`config.mk`:
```
export PLATFORM = sky130hd
export DESIGN_NAME = axi_master_burst_writer
export DESIGN_NICKNAME = d
export VERILOG_FILES = /design/src/rtl/axi_master_burst_writer.sv
export SDC_FILE = /design/constraint.sdc
export NUM_CORES = 1
export LEC_CHECK = 0
export BUFFER_PORTS_ARGS = -buffer_cell sky130_fd_sc_hd__buf_2
export CORE_AREA = 2 2 99 101
export CTS_BUF_LIST = sky130_fd_sc_hd__clkbuf_4 sky130_fd_sc_hd__clkbuf_8
export CTS_CLUSTER_SIZE = 8
export DETAILED_ROUTE_END_ITERATION = 8
export DIE_AREA = 0 0 101 103
export PLACE_DENSITY = 0.86
export RECOVER_POWER = 50
export SLEW_MARGIN = 10
export SYNTH_ARGS = -nofsm -noshare
export SYNTH_HDL_FRONTEND = slang
export SYNTH_SLANG_ARGS = --single-unit
```
`constraint.sdc`:
```
create_clock -name clk -period 3.65 [get_ports clk]
set_input_delay 0.365 -clock clk [delete_from_list [all_inputs] [get_ports clk]]
set_output_delay 0.365 -clock clk [all_outputs]
set_load 0.005 [all_outputs]
```
`src/rtl/axi_master_burst_writer.sv`:
```
// AXI4 write master: splits a beat-count request into INCR bursts fed from a FWFT FIFO.
// Optional macro AXI_WR_4K_SPLIT_EN additionally keeps every burst inside one 4 KB page.
module axi_master_burst_writer #(
   parameter int ADDR_WIDTH = 32,
   parameter int DATA_WIDTH = 32,
   parameter int LEN_WIDTH  = 16,
   parameter int MAX_BURST  = 16
) (
   input  logic                      clk,
   input  logic                      rst,
   input  logic                      start,
   input  logic [ADDR_WIDTH-1:0]     target_addr,
   input  logic [LEN_WIDTH-1:0]      target_beats,
   output logic                      busy,
   output logic                      done,
   output logic                      err,
   input  logic                      done_ack,
   input  logic [DATA_WIDTH-1:0]     fifo_rdata,
   input  logic                      fifo_rempty,
   output logic                      fifo_rpull,
   input  logic                      AWREADY,
   output logic                      AWVALID,
   output logic [ADDR_WIDTH-1:0]     AWADDR,
   output logic [7:0]                AWLEN,
   output logic [2:0]                AWSIZE,
   output logic [1:0]                AWBURST,
   input  logic                      WREADY,
   output logic                      WVALID,
   output logic [DATA_WIDTH-1:0]     WDATA,
   output logic [DATA_WIDTH/8-1:0]   WSTRB,
   output logic                      WLAST,
   input  logic                      BVALID,
   input  logic [1:0]                BRESP,
   output logic                      BREADY
);
   localparam int BYTES = DATA_WIDTH / 8;
   localparam int SIZE  = $clog2(BYTES);
   localparam int BW    = 9;
   localparam int CW    = LEN_WIDTH + BW;

   localparam logic [2:0] ST_IDLE = 3'd0;
   localparam logic [2:0] ST_ADDR = 3'd1;
   localparam logic [2:0] ST_DATA = 3'd2;
   localparam logic [2:0] ST_RESP = 3'd3;
   localparam logic [2:0] ST_DONE = 3'd4;

   logic [2:0]            state_r;
   logic [ADDR_WIDTH-1:0] addr_r;
   logic [LEN_WIDTH-1:0]  rem_r;
   logic [BW-1:0]         beat_r;
   logic                  err_r;
   logic [BW-1:0]         cap_s;
   logic [BW-1:0]         burst_s;
   logic                  last_s;
   logic                  w_hs_s;
   logic                  slv_err_s;
`ifdef AXI_WR_4K_SPLIT_EN
   logic [12:0]           page_beats_s;
`endif

   // Beats in the current burst: remaining work capped by MAX_BURST (and the 4 KB page when enabled).
   always_comb begin
      cap_s = (CW'(rem_r) < CW'(MAX_BURST)) ? BW'(rem_r) : BW'(MAX_BURST);
`ifdef AXI_WR_4K_SPLIT_EN
      page_beats_s = (13'h1000 - {1'b0, addr_r[11:0]}) >> SIZE;
      burst_s      = (page_beats_s < 13'(cap_s)) ? BW'(page_beats_s) : cap_s;
`else
      burst_s      = cap_s;
`endif
   end

   assign last_s    = (beat_r == (burst_s - 9'd1));
   assign w_hs_s    = WVALID && WREADY;
   assign slv_err_s = (BRESP == 2'b10) || (BRESP == 2'b11);

   // Channel outputs decoded from the state register; everything idles at zero outside its owning state.
   always_comb begin
      busy       = (state_r != ST_IDLE);
      done       = (state_r == ST_DONE);
      err        = err_r;
      AWVALID    = (state_r == ST_ADDR);
      AWADDR     = AWVALID ? addr_r : {ADDR_WIDTH{1'b0}};
      AWLEN      = AWVALID ? 8'(burst_s - 9'd1) : 8'd0;
      AWSIZE     = AWVALID ? 3'(SIZE) : 3'd0;
      AWBURST    = AWVALID ? 2'b01 : 2'b00;
      WVALID     = (state_r == ST_DATA) && !fifo_rempty;
      WDATA      = (state_r == ST_DATA) ? fifo_rdata : {DATA_WIDTH{1'b0}};
      WSTRB      = (state_r == ST_DATA) ? {(DATA_WIDTH/8){1'b1}} : {(DATA_WIDTH/8){1'b0}};
      WLAST      = WVALID && last_s;
      fifo_rpull = w_hs_s;
      BREADY     = (state_r == ST_RESP);
   end

   // Transfer sequencer: one AW open at a time, slave errors are sticky but never abort.
   always_ff @(posedge clk) begin
      if (rst) begin
         state_r <= ST_IDLE;
         addr_r  <= {ADDR_WIDTH{1'b0}};
         rem_r   <= {LEN_WIDTH{1'b0}};
         beat_r  <= 9'd0;
         err_r   <= 1'b0;
      end else begin
         case (state_r)
            ST_IDLE: begin
               if (start) begin
                  addr_r  <= target_addr;
                  rem_r   <= target_beats;
                  beat_r  <= 9'd0;
                  err_r   <= 1'b0;
                  state_r <= (target_beats == {LEN_WIDTH{1'b0}}) ? ST_DONE : ST_ADDR;
               end
            end
            ST_ADDR: begin
               if (AWREADY) begin
                  beat_r  <= 9'd0;
                  state_r <= ST_DATA;
               end
            end
            ST_DATA: begin
               if (w_hs_s) begin
                  if (last_s) begin
                     beat_r  <= 9'd0;
                     state_r <= ST_RESP;
                  end else begin
                     beat_r  <= beat_r + 9'd1;
                  end
               end
            end
            ST_RESP: begin
               if (BVALID) begin
                  err_r   <= err_r | slv_err_s;
                  addr_r  <= addr_r + (ADDR_WIDTH'(burst_s) << SIZE);
                  rem_r   <= rem_r - LEN_WIDTH'(burst_s);
                  state_r <= (rem_r == LEN_WIDTH'(burst_s)) ? ST_DONE : ST_ADDR;
               end
            end
            ST_DONE: begin
               if (done_ack) begin
                  state_r <= ST_IDLE;
               end
            end
            default: state_r <= ST_IDLE;
         endcase
      end
   end
endmodule

```
==> metrics.log <==
INFO  metric post_synth_inst_count = 635
INFO  metric post_drt_via_cell_ratio = between 5 and 6
INFO  metric synth_enable_flop_cells = 0
INFO  metric die_span_x = between 100 and 150 µm
INFO  metric clock_tree.root_cell = sky130_fd_sc_hd__clkbuf_8
INFO  metric holdPathStages = 3
INFO  metric mappedNetlistArea = 4640 µm²
INFO  metric cp_data_required_time = between 3 and 4 ns
INFO  metric timing.fmax = 298 MHz
INFO  metric antenna_found_initial = 0
INFO  metric drv.max_cap_violation_count = 0
INFO  metric synth-seq-cells = ~60
INFO  metric p_sw_share = 45.6%
INFO  metric synth_area_leaders = sky130_fd_sc_hd__dfxtp_1, sky130_fd_sc_hd__and2_1, sky130_fd_sc_hd__nand2_1
INFO  metric clock_buffer_count_from_cts = 9
INFO  metric worst_ep_arrival_time = 2.99 ns
INFO  metric outcome = complete, no violations
INFO  metric timing.critical_path.from = state_r[1]
INFO  metric p_clk_share = 16.5%
INFO  metric syn2layout_area_growth = 22.8%
INFO  metric ys_async_sr_fraction = 0%
INFO  metric power_density = roughly 650 nW/µm²
INFO  metric critical_path.reg2reg.startpoint = rem_r[5]
INFO  metric yosysUniqueCellTypes = 67
INFO  metric worst-slew-pin-transition = 1.09 ns
INFO  metric yosys.area.top_type = sky130_fd_sc_hd__dfxtp_1
INFO  metric finalHoldViolations = 0
INFO  metric post-place-ws = approximately 0.25 ns
INFO  metric share_comb_of_total_power = 54.1%
INFO  metric power.net_switching = 1.69 mW
INFO  metric unrepaired_setup_endpoints_after_global_routing = no
INFO  metric grt-ovfl-total = 0
INFO  metric design.die.area = 10,400 µm²
INFO  metric synth-warning-count = 0
INFO  metric internal_power = just over 2 mW
INFO  metric wire_length_of_the_first_global_routing_pass = between 20,000 and 25,000 µm
INFO  metric hold_path_end = addr_r[0]
INFO  metric fp.coreArea = 9460 µm²
INFO  metric final.min_clock_period = between 3 and 4 ns
INFO  metric tritoncts = yes
INFO  metric drt_first_iter_violations = 340
INFO  metric cp-start-kind = flop
INFO  metric path_clk_slew = 0.07 ns
INFO  metric synth_flop_cell = sky130_fd_sc_hd__dfxtp_1
INFO  metric drtPass1Iterations = 5
INFO  metric io-pin-count = roughly 180
INFO  metric setup-violations-final = 0
INFO  metric maxSlewHeadroom = 27.1%
INFO  metric vias_in_the_first_global_route = 4,777
INFO  metric synth.yosys.seq_area_share = 26.3%
INFO  metric finalNetCount = 892
INFO  metric postRouteWirelength = 14,800 µm
INFO  metric worst_setup_path_end_kind = output port
INFO  metric start_util = between 40% and 50%
INFO  metric timing.setup.critical_path_class = flop to output port
INFO  metric timing.critical_path.fanout_max = 19
INFO  metric cellLeakagePower = 2.56 nW
INFO  metric timing.final.ws_setup = about 0.3 ns
INFO  metric place.gp.congestion = 0.865
INFO  metric netlist_top_cells_count = sky130_fd_sc_hd__and2_1, sky130_fd_sc_hd__nand2_1, sky130_fd_sc_hd__dfxtp_1, sky130_fd_sc_hd__nor2_1, sky130_fd_sc_hd__a21oi_1
INFO  metric timing.final.crit_share = 91.9%
INFO  metric crit_slowest_cell = sky130_fd_sc_hd__dfxtp_1
INFO  metric avgSynthCellArea = 7.31 µm²
INFO  metric placementRows = 36
INFO  metric clkSinkCount = 61
INFO  metric wl_per_cell = 16.3 µm
INFO  metric maximum_clock_skew_at_final_layout = 0.00697 ns
INFO  metric htree_num_levels = 3
INFO  metric pin_count_of_the_biggest_net_entering_global_routing = about 50
INFO  metric timing.critical_path.cells = inv_1, nand3b_1, clkbuf_1, inv_1, clkbuf_1, and2_0, buf_2
INFO  metric synth_top_area_share = 26.3%
INFO  metric setup_total_negative_slack = 0 ns
INFO  metric hp-start = target_addr[0]
INFO  metric synthMostInstantiatedCell = sky130_fd_sc_hd__and2_1
INFO  metric finalInstanceArea = 5700 µm²
INFO  metric via_count = 5,316
INFO  metric place.detailed.hpwl = 10,800 µm
INFO  metric die_height = ~100 µm
INFO  metric worst-r2r-setup-slack = 0.30 ns
INFO  metric clock_insertion_delay_worst_skew = 0.35 ns
INFO  metric cp_slowest_stage_delay = 0.60 ns
INFO  metric global_route.usage.total = 28.2%
INFO  metric r2r.worst_path.cells = 12
INFO  metric r2r_end = addr_r[22]
INFO  metric final_antenna_net_count = 0
INFO  metric remaining_drc_errors = 0
INFO  metric final-max-slew-violation-count = 0
INFO  metric cts.path.max_buffers = 2
INFO  metric irDropWorstVdd = 0.000313 V
INFO  metric pwr-share-seq = 29.4%
INFO  metric dpl-instance-area = about 5500 µm²
INFO  metric worst_hold_path_type = input pin to flop
INFO  metric post_route_cells_drive_above_1_share = 25.1%
INFO  metric place.port_buffers = 174
## critical path, delay by kind of cell (launching register included)
kind / cells / cell delay, ns
DFF: 1 / 0.60
buffers and inverters: 5 / 1.66
and+or+nand+nor: 2 / 0.38
## cell usage in the layout (no fill, tap or decap), drive strengths merged, types with 4 or more instances in the layout
cell type / n
nand2: 66
xor2: 9
a22oi: 4
xnor2: 9
or3: 6
nor3b: 4
clkbuf: 33
a211oi: 5
nor2: 60
a31oi: 11
o22ai: 4
inv: 19
nand3: 11
dfxtp: 61
o21bai: 5
and3: 11
and2: 68
o21a: 5
nor3: 28
mux2i: 7
a21oi: 48
ha: 12
a221oi: 7
nor4: 19
o311ai: 4
a21o: 4
conb: 8
a311oi: 18
buf: 169
o21ai: 21
nand4: 12
## metrics by stage
step           hold WS (ns)  utilization [%]  std cells  total power, mW
6_report              0.254             60.3        907             3.70
5_1_grt               0.270             60.2        906             3.99
4_1_cts               0.249             60.6        906             3.69
3_5_place_dp          0.442             58.7        892             3.08
3_3_place_gp          0.438             58.7        892             3.04
2_1_floorplan         0.427                -        641             2.49
## power groups by stage
stage | sequential (mW) | clock [mW] | combinational, mW
5_1_grt | 1.12 | 0.643 | 2.23
3_5_place_dp | 1.09 | 0 | 1.99
3_3_place_gp | 1.09 | 0 | 1.95
6_report | 1.09 | 0.608 | 2.00
4_1_cts | 1.08 | 0.611 | 2.00
2_1_floorplan | 0.985 | 0 | 1.51
## per-layer routing
metal,up-vias,wire length (µm),GRT usage (%)
met2,300,7070,49.7
met4,0,265,8.42
met5,-,0,0
met1,2407,5990,35.1
met3,25,1440,5.22
li1,2584,-,-
## logic make-up after synthesis
group	share of synthesized area, %
flops	26.3
simple gates	34.4
other cells	0.162
fa+ha+maj	3.66
buf+inv	7.11
mux	1.75
compound gates	23.2
xor+xnor	3.40
## how the worst max path moves through the flow
stage	end	depth (start not counted)	slack (ns)
final	AWADDR[30]	7	0.29
after global routing	addr_r[22]	12	0.007
after CTS	addr_r[29]	11	0.24
after detailed placement	addr_r[13]	10	0.25
after global placement	addr_r[23]	11	0.31
after floorplan	addr_r[26]	16	0.33
## timing repair
action | CTS | global route
resized for setup | 0 | 2
hold buffers | 0 | 0
buffers inserted | 0 | 0
endpoints found under the setup margin | 0 | 7
## registers in the layout, indices dropped and copies added (netlist names)
name	count
addr_r	32
rem_r	16
err	1
state_r	3
beat_r	9
## cell type report
type                            count  area (µm²)
Fill cell                         901        3760
Multi-Input combinational cell    508        3110
Sequential cell                    61        1220
Timing Repair Buffer              190         956
Clock buffer                       12         153
Tap cell                          114         143
Inverter                           19        76.3
Clock inverter                      2        35.0
Antenna cell                        1        2.50
No activity file was read; power rests on OpenSTA's default activity.
